$ cat src/rtl/aes_pkg.sv
// Shared AES state geometry, byte sequencer FSM encoding and byte-select helper.
// No logic of its own; used by the SubBytes byte sequencer and its token pipe.
// Byte 0 is the most significant byte of the 128-bit state.
package aes_pkg;

    localparam int BYTE_W  = 8;
    localparam int NBYTES  = 16;
    localparam int STATE_W = BYTE_W * NBYTES;
    localparam int CNT_W   = 5;   // issue count 0..16
    localparam int IDX_W   = 4;   // byte index 0..15

    typedef enum logic [1:0] {
        IDLE  = 2'd0,
        ISSUE = 2'd1,
        DRAIN = 2'd2,
        DONE  = 2'd3
    } seq_state_e;

    // Byte i of the state lives in bits [127-8i -: 8].
    function automatic logic [BYTE_W-1:0] get_byte(
        input logic [STATE_W-1:0] st,
        input logic [IDX_W-1:0]   idx
    );
        return st[STATE_W-1-BYTE_W*int'(idx) -: BYTE_W];
    endfunction

endpackage

$ cat src/rtl/sbox_tok_pipe.sv
// Token shift register tracking which byte each outstanding S-box lookup belongs to.
// Latency: DEPTH edges from in_vld to out_vld.
// No backpressure: shifts every cycle; clr empties it synchronously.
module sbox_tok_pipe
    import aes_pkg::*;
#(
    parameter int DEPTH = 2
) (
    input  logic             CLK,
    input  logic             RST_N,
    input  logic             clr,
    input  logic             in_vld,
    input  logic [IDX_W-1:0] in_idx,
    output logic             out_vld,
    output logic [IDX_W-1:0] out_idx
);

    logic [DEPTH-1:0]            vld_q, vld_d;
    logic [DEPTH-1:0][IDX_W-1:0] idx_q, idx_d;

    // Shift one stage per cycle; a clear drops every token in flight.
    always_comb begin
        vld_d = '0;
        idx_d = '0;
        if (!clr) begin
            vld_d[0] = in_vld;
            idx_d[0] = in_idx;
            for (int i = 1; i < DEPTH; i++) begin
                vld_d[i] = vld_q[i-1];
                idx_d[i] = idx_q[i-1];
            end
        end
    end

    // Token registers.
    always_ff @(posedge CLK or negedge RST_N) begin
        if (!RST_N) begin
            vld_q <= '0;
            idx_q <= '0;
        end else begin
            vld_q <= vld_d;
            idx_q <= idx_d;
        end
    end

    assign out_vld = vld_q[DEPTH-1];
    assign out_idx = idx_q[DEPTH-1];

endmodule

$ cat src/rtl/sub_bytes_seq.sv
// SubBytes sequencer: issues 16 byte lookups to a registered S-box LUT and reassembles the results.
// Latency: out_valid rises 16+LUT_LAT+1 edges after the accept edge.
// Holds out_valid/out_state until out_ready; accepts no new block until back in IDLE.
module sub_bytes_seq
    import aes_pkg::*;
#(
    parameter int LUT_LAT = 1
) (
    input  logic               CLK,
    input  logic               RST_N,
    input  logic               in_valid,
    output logic               in_ready,
    input  logic [STATE_W-1:0] in_state,
    input  logic               flush,
    output logic               sbox_en,
    output logic [BYTE_W-1:0]  sbox_sel,
    input  logic [BYTE_W-1:0]  sbox_data,
    output logic               out_valid,
    input  logic               out_ready,
    output logic [STATE_W-1:0] out_state,
    output logic               busy
);

    localparam logic [CNT_W-1:0] LAST_CNT = CNT_W'(NBYTES - 1);
    localparam logic [CNT_W-1:0] DONE_CNT = CNT_W'(NBYTES);
    localparam logic [IDX_W-1:0] LAST_IDX = IDX_W'(NBYTES - 1);

    seq_state_e         state_q, state_d;
    logic [STATE_W-1:0] blk_q, blk_d;
    logic [CNT_W-1:0]   cnt_q, cnt_d;
    logic               sbox_en_q, sbox_en_d;
    logic [BYTE_W-1:0]  sbox_sel_q, sbox_sel_d;
    logic               in_ready_q, in_ready_d;
    logic               out_valid_q, out_valid_d;
    logic [STATE_W-1:0] out_state_q, out_state_d;
    logic               busy_q, busy_d;
    logic               cap_last_q, cap_last_d;
    logic               tok_vld;
    logic [IDX_W-1:0]   tok_idx;

    // Token for each request enters alongside it and exits when sbox_data holds its result.
    sbox_tok_pipe #(
        .DEPTH (LUT_LAT + 1)
    ) u_tok_pipe (
        .CLK     (CLK),
        .RST_N   (RST_N),
        .clr     (flush),
        .in_vld  (sbox_en_d),
        .in_idx  (cnt_d[IDX_W-1:0]),
        .out_vld (tok_vld),
        .out_idx (tok_idx)
    );

    // Next-state, request generation, result capture and flush override.
    always_comb begin
        state_d     = state_q;
        blk_d       = blk_q;
        cnt_d       = cnt_q;
        sbox_en_d   = 1'b0;
        sbox_sel_d  = sbox_sel_q;
        in_ready_d  = 1'b0;
        out_valid_d = out_valid_q;
        out_state_d = out_state_q;
        cap_last_d  = cap_last_q;

        if (tok_vld) begin
            out_state_d[STATE_W-1-BYTE_W*int'(tok_idx) -: BYTE_W] = sbox_data;
            if (tok_idx == LAST_IDX) begin
                cap_last_d = 1'b1;
            end
        end

        unique case (state_q)
            IDLE: begin
                in_ready_d = 1'b1;
                if (in_valid && in_ready_q) begin
                    // Byte 0 goes out on the accept edge so the issue burst has no bubble.
                    blk_d      = in_state;
                    cnt_d      = '0;
                    sbox_en_d  = 1'b1;
                    sbox_sel_d = get_byte(in_state, '0);
                    in_ready_d = 1'b0;
                    cap_last_d = 1'b0;
                    state_d    = ISSUE;
                end
            end
            ISSUE: begin
                if (cnt_q == LAST_CNT) begin
                    cnt_d   = DONE_CNT;
                    state_d = DRAIN;
                end else begin
                    cnt_d      = cnt_q + CNT_W'(1);
                    sbox_en_d  = 1'b1;
                    sbox_sel_d = get_byte(blk_q, cnt_d[IDX_W-1:0]);
                end
            end
            DRAIN: begin
                if (cap_last_q) begin
                    out_valid_d = 1'b1;
                    state_d     = DONE;
                end
            end
            DONE: begin
                if (out_valid_q && out_ready) begin
                    out_valid_d = 1'b0;
                    state_d     = IDLE;
                end
            end
            default: state_d = IDLE;
        endcase

        // Abort drops everything in flight but leaves the last result visible on out_state.
        if (flush) begin
            state_d     = IDLE;
            cnt_d       = '0;
            sbox_en_d   = 1'b0;
            in_ready_d  = 1'b1;
            out_valid_d = 1'b0;
            out_state_d = out_state_q;
            cap_last_d  = 1'b0;
        end

        busy_d = (state_d != IDLE);
    end

    // State and registered outputs.
    always_ff @(posedge CLK or negedge RST_N) begin
        if (!RST_N) begin
            state_q     <= IDLE;
            blk_q       <= '0;
            cnt_q       <= '0;
            sbox_en_q   <= 1'b0;
            sbox_sel_q  <= '0;
            in_ready_q  <= 1'b0;
            out_valid_q <= 1'b0;
            out_state_q <= '0;
            busy_q      <= 1'b0;
            cap_last_q  <= 1'b0;
        end else begin
            state_q     <= state_d;
            blk_q       <= blk_d;
            cnt_q       <= cnt_d;
            sbox_en_q   <= sbox_en_d;
            sbox_sel_q  <= sbox_sel_d;
            in_ready_q  <= in_ready_d;
            out_valid_q <= out_valid_d;
            out_state_q <= out_state_d;
            busy_q      <= busy_d;
            cap_last_q  <= cap_last_d;
        end
    end

    assign in_ready  = in_ready_q;
    assign sbox_en   = sbox_en_q;
    assign sbox_sel  = sbox_sel_q;
    assign out_valid = out_valid_q;
    assign out_state = out_state_q;
    assign busy      = busy_q;

endmodule

$ cat config.mk
export PLATFORM = sky130hd
export DESIGN_NAME = sub_bytes_seq
export DESIGN_NICKNAME = d
export VERILOG_FILES = /design/src/rtl/aes_pkg.sv /design/src/rtl/sbox_tok_pipe.sv /design/src/rtl/sub_bytes_seq.sv
export SDC_FILE = /design/constraint.sdc
export NUM_CORES = 1
export LEC_CHECK = 0
export ABC_AREA = 0
export BUFFER_PORTS_ARGS = -buffer_cell sky130_fd_sc_hd__clkbuf_2
export CAP_MARGIN = 20
export CELL_PAD_IN_SITES_DETAIL_PLACEMENT = 0
export CELL_PAD_IN_SITES_GLOBAL_PLACEMENT = 1
export CORE_MARGIN = 2
export CORE_UTILIZATION = 47
export CTS_CLUSTER_SIZE = 14
export DETAILED_ROUTE_END_ITERATION = 8
export GPL_TIMING_DRIVEN = 0
export PLACE_DENSITY = 0.91
export SLEW_MARGIN = 40
export SYNTH_ARGS = -nofsm -noshare
export SYNTH_HDL_FRONTEND = slang
export SYNTH_SLANG_ARGS = --single-unit
$ cat constraint.sdc
create_clock -name CLK -period 4.8 [get_ports CLK]
set_clock_uncertainty 0.05 [all_clocks]
set_input_delay 0.24 -clock CLK [delete_from_list [all_inputs] [get_ports CLK]]
set_output_delay 0.24 -clock CLK [all_outputs]
set_load 0.01 [all_outputs]
==> flow_summary.json, run 1 <==
{
  "stdcell_count": 1590,
  "drive_gt1_share_pct": 49.1,
  "critPathMaxStageDelay_ns": 0.62,
  "hp-class": "in -> reg",
  "synth.net_count": 940,
  "clockBufferDepth": 3,
  "ir_drop_mv": 0.331,
  "core_um2": 24300,
  "die_x_um": 162,
  "yosysUniqueCellTypes": 38,
  "io_buffers": 279,
  "synth_largest_area_cell": "dfrtp_1",
  "antenna_found_initial": 0,
  "clk-insertion-delay-late_ns": 0.54,
  "critPathKind": "reg -> reg",
  "cts_buffers": 29,
  "crit_chain": "ha_1, xnor2_1, clkbuf_1, nand2_1, a32oi_1, nand4_1, o211ai_1",
  "start_util_pct": 48.0,
  "grt_pass1_wl_mm": 50.2,
  "viasPerCell": 5.28,
  "required_ns": 5.20,
  "synthFlopType": "dfrtp_1",
  "hpwl_mm": 21.4,
  "yosysTopAreaCellShare_pct": 60.2,
  "ys_warn_count": 0,
  "overflow": 0,
  "nets": 1392,
  "dp_cells": 1404,
  "remaining_drc_errors": 0,
  "htree_levels": 1,
  "cts_tree": "yes",
  "final_area_um2": 15900,
  "place_congestion": 0.825,
  "synth_area_leaders": "dfrtp_1, mux2_2, mux4_2",
  "ys_seq_elements": 281,
  "outcome": "finished clean",
  "period_needed_ns": 2.62,
  "root_buffer": "clkbuf_16",
  "cp-start-kind": "flip-flop",
  "end_kind": "flip-flop",
  "postLayoutCoreUtil_pct": 65.4,
  "avgSynthCellArea_um2": 14.6,
  "row_count": 57,
  "wl_per_cell_um": 20.2,
  "dpl-instance-area_um2": 13600,
  "finalHoldViolations": 0,
  "die_h_um": 162,
  "fmax_ghz": 0.382,
  "whs_path_depth": 2,
  "track_usage_pct": 24.7,
  "setup_viol": 0,
  "synth_cells": 797,
  "num_vias": 8396,
  "cp.arrival_ns": 3.02,
  "syn_area_um2": 11700,
  "drtIter0Drc": 638,
  "path_max_fanout": 10,
  "finalCritPeriodShare_pct": 54.5,
  "post_cts_buffers": 0,
  "reg2reg_depth": 7,
  "ant_nets": 0,
  "synth_edf_count": 0,
  "cts_sinks": 281,
  "maxCapViolations": 0,
  "maxSlewHeadroom_pct": 48.1,
  "grt_setup_unrepaired": "no",
  "clk_pin_slew_worst_paths_ns": 0.06,
  "ys_seq_area_share_pct": 60.2,
  "worstMarginPinSlew_ns": 0.776,
  "grt_max_degree": 72,
  "routed_wl_mm": 32.0,
  "leakage_nw": 7.73,
  "slew_viol_final": 0,
  "grt_pass1_vias": 9006,
  "die_area_um2": 26100,
  "powerDensity_nw_per_um2": 374,
  "ios": 281,
  "first_pass_iters": 4,
  "async_reset_ff_share_pct": 100,
  "slowest_stage": "xnor2_1",
  "area_growth_pct": 36.3,
  "num_antenna_cells": 0
}
worst max-delay path: cells and delay by family, from the launching register on:
kind	cells	cell delay [ns]
AO/OA/AOI/OAI	2	0.44
XOR/XNOR	1	0.62
adder cells (fa/ha/maj)	1	0.29
buffers and inverters	1	0.43
flip-flops	1	0.43
AND/OR/NAND/NOR	2	0.28
cells in the mapped netlist (5+ instances only):
cell      instances
dfrtp_1         281
mux2_2          246
nand2_1          65
buf_2            22
nand3_1          20
clkbuf_1         18
mux2i_1          16
mux4_2           16
nor2_1           13
nor2b_1          11
mux2_1           10
a22oi_1           9
a32oi_1           8
nand4_1           8
a21oi_1           7
o211ai_1          7
nor3_1            5
routing by layer:
layer / vias to the layer above / wire length (µm) / global-route usage, % / part of all wire (%)
met5: - / 0 / 0 / 0
met4: 0 / 965 / 8.00 / 3.0
met3: 66 / 2070 / 4.62 / 6.5
met2: 331 / 16200 / 43.4 / 51
met1: 4223 / 12800 / 30.9 / 40
li1: 3776 / - / - / -
registers in the layout, summed over array words and instances, names as in the netlist, 2 cells and up:
register / count
u_tok_pipe.out_idx: 4
out_state: 128
sbox_sel: 8
blk_q: 128
cnt_q: 3
state_q: 2
u_tok_pipe.idx_q: 2
u_tok_pipe.vld_q: 2
final cells by class:
| class | count | area [µm²] |
|---|---|---|
| clock buffer | 40 | 807 |
| fill | 1746 | 8420 |
| buffer | 44 | 201 |
| tap | 324 | 405 |
| timing repair buffer | 421 | 2900 |
| inverter | 2 | 7.51 |
| sequential | 281 | 7030 |
| clock inverter | 8 | 118 |
| multi-input combinational | 470 | 4440 |
through the flow:
stage	power (W)	worst slack, ns	setup TNS [ns]	hold slack [ns]
2_1_floorplan	0.00331	2.75	0	-0.106
3_3_place_gp	0.00362	-2.44	-676.98	0.422
3_5_place_dp	0.00366	2.19	0	0.145
4_1_cts	0.00596	2.15	0	0.0428
5_1_grt	0.00620	1.97	0	0.0621
6_report	0.00596	2.18	0	0.0647
path summary, 6_finish.rpt:
check | startpoint | endpoint | slack (ns)
max | u_tok_pipe.idx_q[1]$_DFF_PN0_ | sbox_sel[5]$_DFFE_PN0P_ | 2.18
min reg2reg | u_tok_pipe.vld_q[0]$_DFF_PN0_ | u_tok_pipe.vld_q[1]$_DFF_PN0_ | 0.44
min | sbox_data[0] | out_state[8]$_DFFE_PN0P_ | 0.06
max reg2reg | u_tok_pipe.idx_q[1]$_DFF_PN0_ | sbox_sel[5]$_DFFE_PN0P_ | 2.18
min in group asynchronous | RST_N | out_state[38]$_DFFE_PN0P_ | 0.15
max in group asynchronous | RST_N | blk_q[75]$_DFFE_PN0P_ | 3.64
power by group:
group	internal, W	switching (W)	leakage [nW]
Combinational	0.000503	0.000410	3.68
Sequential	0.00266	0.000162	3.60
Clock	0.00132	0.000902	0.453
Total	0.00448	0.00147	7.73
cells by family (layout without fill, tap and decap cells):
kind of cell | count (synthesis) | after routing | share of synthesized area [%]
XOR/XNOR | 3 | 3 | 0.225
multiplexers | 288 | 288 | 29.2
AND/OR/NAND/NOR | 139 | 139 | 6.05
adder cells (fa/ha/maj) | 2 | 2 | 0.214
flip-flops | 281 | 281 | 60.2
buffers and inverters | 46 | 515 | 1.78
AO/OA/AOI/OAI | 38 | 38 | 2.33
what timing repair did:
item                                    in CTS  in global routing
hold buffers                               138                  0
endpoints found under the setup margin       0                  0
endpoints found under the hold margin      405                  0
resized for setup                            0                  0
placed cells by master, fill, tap and decap left out, types with 3 or more instances in the layout:
| master | Yosys | layout |
|---|---|---|
| dfrtp_1 | 281 | 281 |
| clkbuf_2 | 0 | 279 |
| mux2_2 | 246 | 246 |
| dlygate4sd3_1 | 0 | 138 |
| nand2_1 | 65 | 65 |
| clkbuf_16 | 0 | 29 |
| clkbuf_1 | 18 | 24 |
| buf_2 | 22 | 22 |
| nand3_1 | 20 | 20 |
| mux2i_1 | 16 | 16 |
| mux4_2 | 16 | 16 |
| nor2_1 | 13 | 13 |
| nor2b_1 | 11 | 11 |
| mux2_1 | 10 | 10 |
| a22oi_1 | 9 | 9 |
| a32oi_1 | 8 | 8 |
| nand4_1 | 8 | 8 |
| a21oi_1 | 7 | 7 |
| o211ai_1 | 7 | 7 |
| clkbuf_8 | 0 | 5 |
| nor3_1 | 5 | 4 |
| clkinv_2 | 0 | 4 |
| buf_16 | 0 | 4 |
| or2_2 | 3 | 3 |
| bufinv_16 | 0 | 3 |
Power figures use the tool's default switching activity.
==> run 2, diff against run 1 <==
Settings changed: CORE_UTILIZATION 47 to 39, PLACE_DENSITY 0.91 to 0.82.
Clock period 4.8 ns to 2.18 ns, I/O delays scaled along.
==> run 2 against run 1 <==
Compared with the run above: clock power is 120% higher; worst hold slack lost 0.0040 ns; utilization fell by 11 points; maximum frequency up 25%; count of clock-buffer cells in the layout is 3 higher; non-clock buffer count increased by 4; total power is 120% higher; sequential cell count did not move; highest routed layer unchanged.
==> flow_summary.json, run 2 (synthesis gave the netlist of run 1 again) <==
{
  "maxSlewHeadroom_pct": 57.1,
  "fmax_ghz": 0.479,
  "grt_pass1_vias": 8901,
  "slew_viol_final": 0,
  "final_area_um2": 16200,
  "routed_wl_mm": 32.8,
  "grt_setup_unrepaired": "no",
  "die_h_um": 177,
  "crit_chain": "ha_4, clkbuf_4, mux4_2, mux2i_1, o211ai_1",
  "cts_buffers": 30,
  "io_buffers": 279,
  "antenna_found_initial": 2,
  "use_met3_pct": 5.09,
  "rrSetupSlack_ns": 0.09,
  "use_met1_pct": 26.9,
  "grt_max_degree": 65,
  "hp-class": "in -> async",
  "wl_per_cell_um": 19.7,
  "net-switching-power_w": 0.00333,
  "p_int_w": 0.00992,
  "ant_nets": 0,
  "end_kind": "flip-flop",
  "pwr-share-seq_pct": 46.8,
  "cp-start-kind": "flip-flop",
  "required_ns": 2.54,
  "core_um2": 29600,
  "ios": 281,
  "root_buffer": "clkbuf_16",
  "place_congestion": 0.803,
  "cts_sinks": 281,
  "p_comb_share_pct": 15.5,
  "clk_pin_slew_worst_paths_ns": 0.06,
  "track_usage_pct": 21.0,
  "finalHoldViolations": 0,
  "area_growth_pct": 38.8,
  "num_vias": 8489,
  "grt.busiest_layer": "met2",
  "path_max_fanout": 10,
  "drive_gt1_share_pct": 50.6,
  "worstMarginPinSlew_ns": 0.639,
  "grt_pass1_wl_mm": 50.9,
  "met2_usage_pct": 35.9,
  "slowest_stage": "mux4_2",
  "final_cell_mix": "clkbuf_2, dfrtp_1, mux2_2",
  "start_util_pct": 39.5,
  "maxCapViolations": 0,
  "fill_cells": 2444,
  "finalWorstSetupSlack_ns": 0.0932,
  "hpwl_mm": 22.2,
  "outcome": "finished clean",
  "drtIter0Drc": 436,
  "ir_drop_mv": 0.552,
  "clockBufferDepth": 3,
  "cts_tree": "yes",
  "overflow": 0,
  "htree_levels": 1,
  "critPathMaxStageDelay_ns": 0.52,
  "die_area_um2": 31300,
  "p_sw_share_pct": 25.1,
  "powerDensity_nw_per_um2": 818,
  "critPathKind": "reg -> reg",
  "leakage_nw": 7.80,
  "dp_cells": 1470,
  "cp.arrival_ns": 2.45,
  "period_needed_ns": 2.09,
  "row_count": 63,
  "clk-insertion-delay-late_ns": 0.55,
  "p_clk_share_pct": 37.7,
  "finalCritPeriodShare_pct": 95.7,
  "stdcell_count": 1666,
  "layout_commonest_cell": "clkbuf_2",
  "die_x_um": 177,
  "setup_viol": 0,
  "remaining_drc_errors": 0,
  "nets": 1397,
  "first_pass_iters": 4,
  "dpl_worst_slack_ns": -0.454,
  "dpl-instance-area_um2": 13700,
  "viasPerCell": 5.10
}
run 2: area by class of cell:
class | count | area, µm² | area share, %
diodes | 2 | 5.00 | 0.0309
plain buffers | 43 | 235 | 1.45
repair buffers | 426 | 2960 | 18.3
clock inverters | 9 | 82.6 | 0.510
multi-input cells | 470 | 4500 | 27.8
clock buffers | 43 | 891 | 5.50
inverters | 2 | 7.51 | 0.0463
flip-flops and latches | 281 | 7030 | 43.4
well taps | 390 | 488 | 3.01
run 2: power groups by stage:
stage	sequential (W)	clock, W	combinational [W]
2_1_floorplan	0.00623	0	0.00107
3_3_place_gp	0.00625	0	0.00174
3_5_place_dp	0.00627	0	0.00182
4_1_cts	0.00618	0.00512	0.00204
5_1_grt	0.00628	0.00534	0.00222
6_report	0.00620	0.00499	0.00205
run 2: worst paths after layout:
| path | depth (start not counted) | to | start |
|---|---|---|---|
| hold / removal | 2 | out_state[7]$_DFFE_PN0P_ | RST_N |
| setup / recovery | 5 | sbox_sel[2]$_DFFE_PN0P_ | u_tok_pipe.idx_q[1]$_DFF_PN0_ |
| max in group asynchronous | 4 | blk_q[110]$_DFFE_PN0P_ | RST_N |
| setup reg to reg | 5 | sbox_sel[2]$_DFFE_PN0P_ | u_tok_pipe.idx_q[1]$_DFF_PN0_ |
| min in group CLK | 3 | blk_q[111]$_DFFE_PN0P_ | in_state[111] |
| hold reg to reg | 1 | out_state[27]$_DFFE_PN0P_ | out_state[27]$_DFFE_PN0P_ |
run 2: per-stage QoR:
stage          setup TNS [ns]  power, W  utilization, %  hold WS, ns
2_1_floorplan               0   0.00729               -       -0.237
4_1_cts                     0    0.0133            54.6       0.0545
3_5_place_dp           -18.57   0.00808            46.3       0.0717
3_3_place_gp         -1414.91   0.00800            45.9        0.292
6_report                    0    0.0132            54.8       0.0607
5_1_grt                     0    0.0138            54.8       0.0976
run 2: metal layers:
layer | routed length (µm) | up-vias
met5 | 0 | -
met4 | 612 | 0
met3 | 2690 | 48
met2 | 16200 | 345
met1 | 13300 | 4301
li1 | - | 3795
run 2: what timing repair did:
item                                    in CTS  in global routing
hold endpoints to repair                   371                  0
endpoints found under the setup margin     109                110
gates resized for setup                     20                 11
buffers inserted                             2                  1
hold buffers                               140                  0
run 2: critical path, delay by kind of cell (launching register included):
family | cells | cell delay (ns)
buffers and inverters | 1 | 0.26
DFF | 1 | 0.45
AOI/OAI and AO/OA | 1 | 0.12
adders and majority gates | 1 | 0.29
muxes | 2 | 0.77
==> run 3, diff against run 2 <==
Settings changed: GPL_TIMING_DRIVEN 0 to default, PLACE_DENSITY 0.82 to 0.81, SKIP_CTS_REPAIR_TIMING from default to 1.
==> run 3 against run 2 <==
Compared with the run above: first-iteration DRC count grew 4.6%; sequential share of layout area about the same; cell count down 1.4%; count of clock-buffer cells in the layout did not move; maximum frequency grew 1.1%; non-clock buffer count shrank 27.
==> flow_summary.json, run 3 (synthesis gave the netlist of run 1 again) <==
{
  "setup_viol": 0,
  "fmax_ghz": 0.485,
  "die_h_um": 177,
  "cts_tree": "yes",
  "worst_path_most_repeated_cell": "ha_1",
  "num_vias": 8227,
  "critPathMaxStageDelay_ns": 0.38,
  "clk-insertion-delay-late_ns": 0.56,
  "first_pass_iters": 4,
  "pwr-share-seq_pct": 45.6,
  "required_ns": 2.62,
  "antenna_found_initial": 1,
  "grt_setup_unrepaired": "no",
  "outcome": "finished clean",
  "die_x_um": 177,
  "htree_levels": 1,
  "remaining_drc_errors": 0,
  "slew_viol_final": 0,
  "stdcell_count": 1643,
  "cts_buffers": 30,
  "wl_per_cell_um": 19.3,
  "clk_pin_slew_worst_paths_ns": 0.06,
  "path_buf_inv": 0,
  "area_growth_pct": 38.9,
  "viasPerCell": 5.01,
  "nets": 1370,
  "track_usage_pct": 18.9,
  "clockBufferDepth": 3,
  "place_congestion": 0.875,
  "ant_nets": 0,
  "p_clk_share_pct": 39.9,
  "grt_max_degree": 76,
  "drive_gt1_share_pct": 51.0,
  "whs_path_depth": 2,
  "maxCapViolations": 0,
  "r2r-start": "u_tok_pipe.idx_q[0]$_DFF_PN0_",
  "critPathTopFamily": "simple AND/OR/NAND/NOR gates",
  "end_kind": "flip-flop",
  "final_area_um2": 16200,
  "dpl-instance-area_um2": 13800,
  "cts_sinks": 281,
  "finalCritPeriodShare_pct": 94.7,
  "reg2reg_depth": 7,
  "powerDensity_nw_per_um2": 844,
  "ir_drop_mv": 0.706,
  "cp.arrival_ns": 2.50,
  "slowest_stage": "dfrtp_1",
  "drtIter0Drc": 456,
  "leakage_nw": 7.81,
  "multi_input_area_um2": 4480,
  "root_buffer": "clkbuf_16",
  "io_buffers": 280,
  "hp-start": "sbox_data[4]",
  "p_int_w": 0.0103,
  "ios": 281,
  "p_comb_share_pct": 14.5,
  "seqCellArea_um2": 7030,
  "finalHoldViolations": 0,
  "grt_pass1_wl_mm": 45.9,
  "core_um2": 29600,
  "crit_chain": "ha_1, and3_1, ha_1, nor2_2, nand2_2, a21o_1, nand3_1",
  "rrSetupSlack_ns": 0.12,
  "maxSlewHeadroom_pct": 55.5,
  "layout_commonest_cell": "dfrtp_1",
  "hp-class": "in -> reg",
  "worstMarginPinSlew_ns": 0.666,
  "row_count": 63,
  "routed_wl_mm": 31.7,
  "overflow": 0,
  "postLayoutCoreUtil_pct": 54.8,
  "dp_cells": 1451,
  "critPathKind": "reg -> reg",
  "final_cell_mix": "dfrtp_1, clkbuf_2, mux2_2",
  "hpwl_mm": 21.2,
  "start_util_pct": 39.5,
  "fill_cells": 2447,
  "period_needed_ns": 2.06,
  "p_sw_share_pct": 24.5,
  "min_to": "out_state[28]$_DFFE_PN0P_",
  "grt_pass1_vias": 7983,
  "path_max_fanout": 9,
  "die_area_um2": 31300,
  "r2r-end": "sbox_sel[6]$_DFFE_PN0P_",
  "holdWs_ns": 0.0713,
  "net-switching-power_w": 0.00335,
  "cp-start-kind": "flip-flop"
}
run 3: cell count changes in the layout (fill, tap and decap cells not counted), sizes merged:
cell | before | now
clkbuf | 343 | 322
dlygate4sd3 | 140 | 134
clkinv | 6 | 8
bufinv | 1 | 4
clkinvlp | 2 | 0
inv | 2 | 3
run 3: worst max path at each step:
stage,to,cells past startpoint,slack (ns),start
floorplan,sbox_sel[0]$_DFFE_PN0P_,5,0.13,u_tok_pipe.idx_q[1]$_DFF_PN0_
global placement,sbox_sel[5]$_DFFE_PN0P_,7,0.09,u_tok_pipe.idx_q[0]$_DFF_PN0_
detailed placement,sbox_sel[3]$_DFFE_PN0P_,7,-0.007,u_tok_pipe.idx_q[0]$_DFF_PN0_
CTS,sbox_sel[4]$_DFFE_PN0P_,7,-0.03,u_tok_pipe.idx_q[1]$_DFF_PN0_
global route,busy$_DFF_PN0_,7,0.002,u_tok_pipe.idx_q[1]$_DFF_PN0_
finish,sbox_sel[6]$_DFFE_PN0P_,7,0.12,u_tok_pipe.idx_q[0]$_DFF_PN0_
run 3: per-stage QoR:
stage               power, W  TNS (ns)  worst slack, ns
finish                0.0137         0            0.116
global route          0.0142         0          0.00196
CTS                   0.0136    -0.172          -0.0340
detailed placement   0.00811  -0.00715         -0.00715
global placement     0.00806         0           0.0910
floorplan            0.00729         0            0.133
run 3: power by group through the flow:
stage / Combinational (W) / Clock (W) / Sequential [W]
4_1_cts: 0.00180 / 0.00556 / 0.00623
5_1_grt: 0.00217 / 0.00577 / 0.00630
6_report: 0.00199 / 0.00545 / 0.00623
3_3_place_gp: 0.00176 / 0 / 0.00630
2_1_floorplan: 0.00107 / 0 / 0.00623
3_5_place_dp: 0.00180 / 0 / 0.00631
run 3: per-layer routing:
layer | share of wire (%) | GRT usage [%] | routed length (µm) | vias to the layer above
li1 | - | - | - | 3738
met1 | 41 | 24.0 | 13100 | 4145
met2 | 49 | 31.4 | 15700 | 292
met3 | 7.0 | 6.21 | 2220 | 52
met4 | 2.3 | 4.55 | 717 | 0
met5 | 0 | 0 | 0 | -
run 3: final cells by class:
class | instances | area share [%]
diodes | 2 | 0.0309
clock buffers | 43 | 5.56
clock inverters | 13 | 1.07
inverters | 2 | 0.0463
multi-input cells | 470 | 27.6
flip-flops and latches | 281 | 43.4
well taps | 390 | 3.01
repair buffers | 442 | 19.3
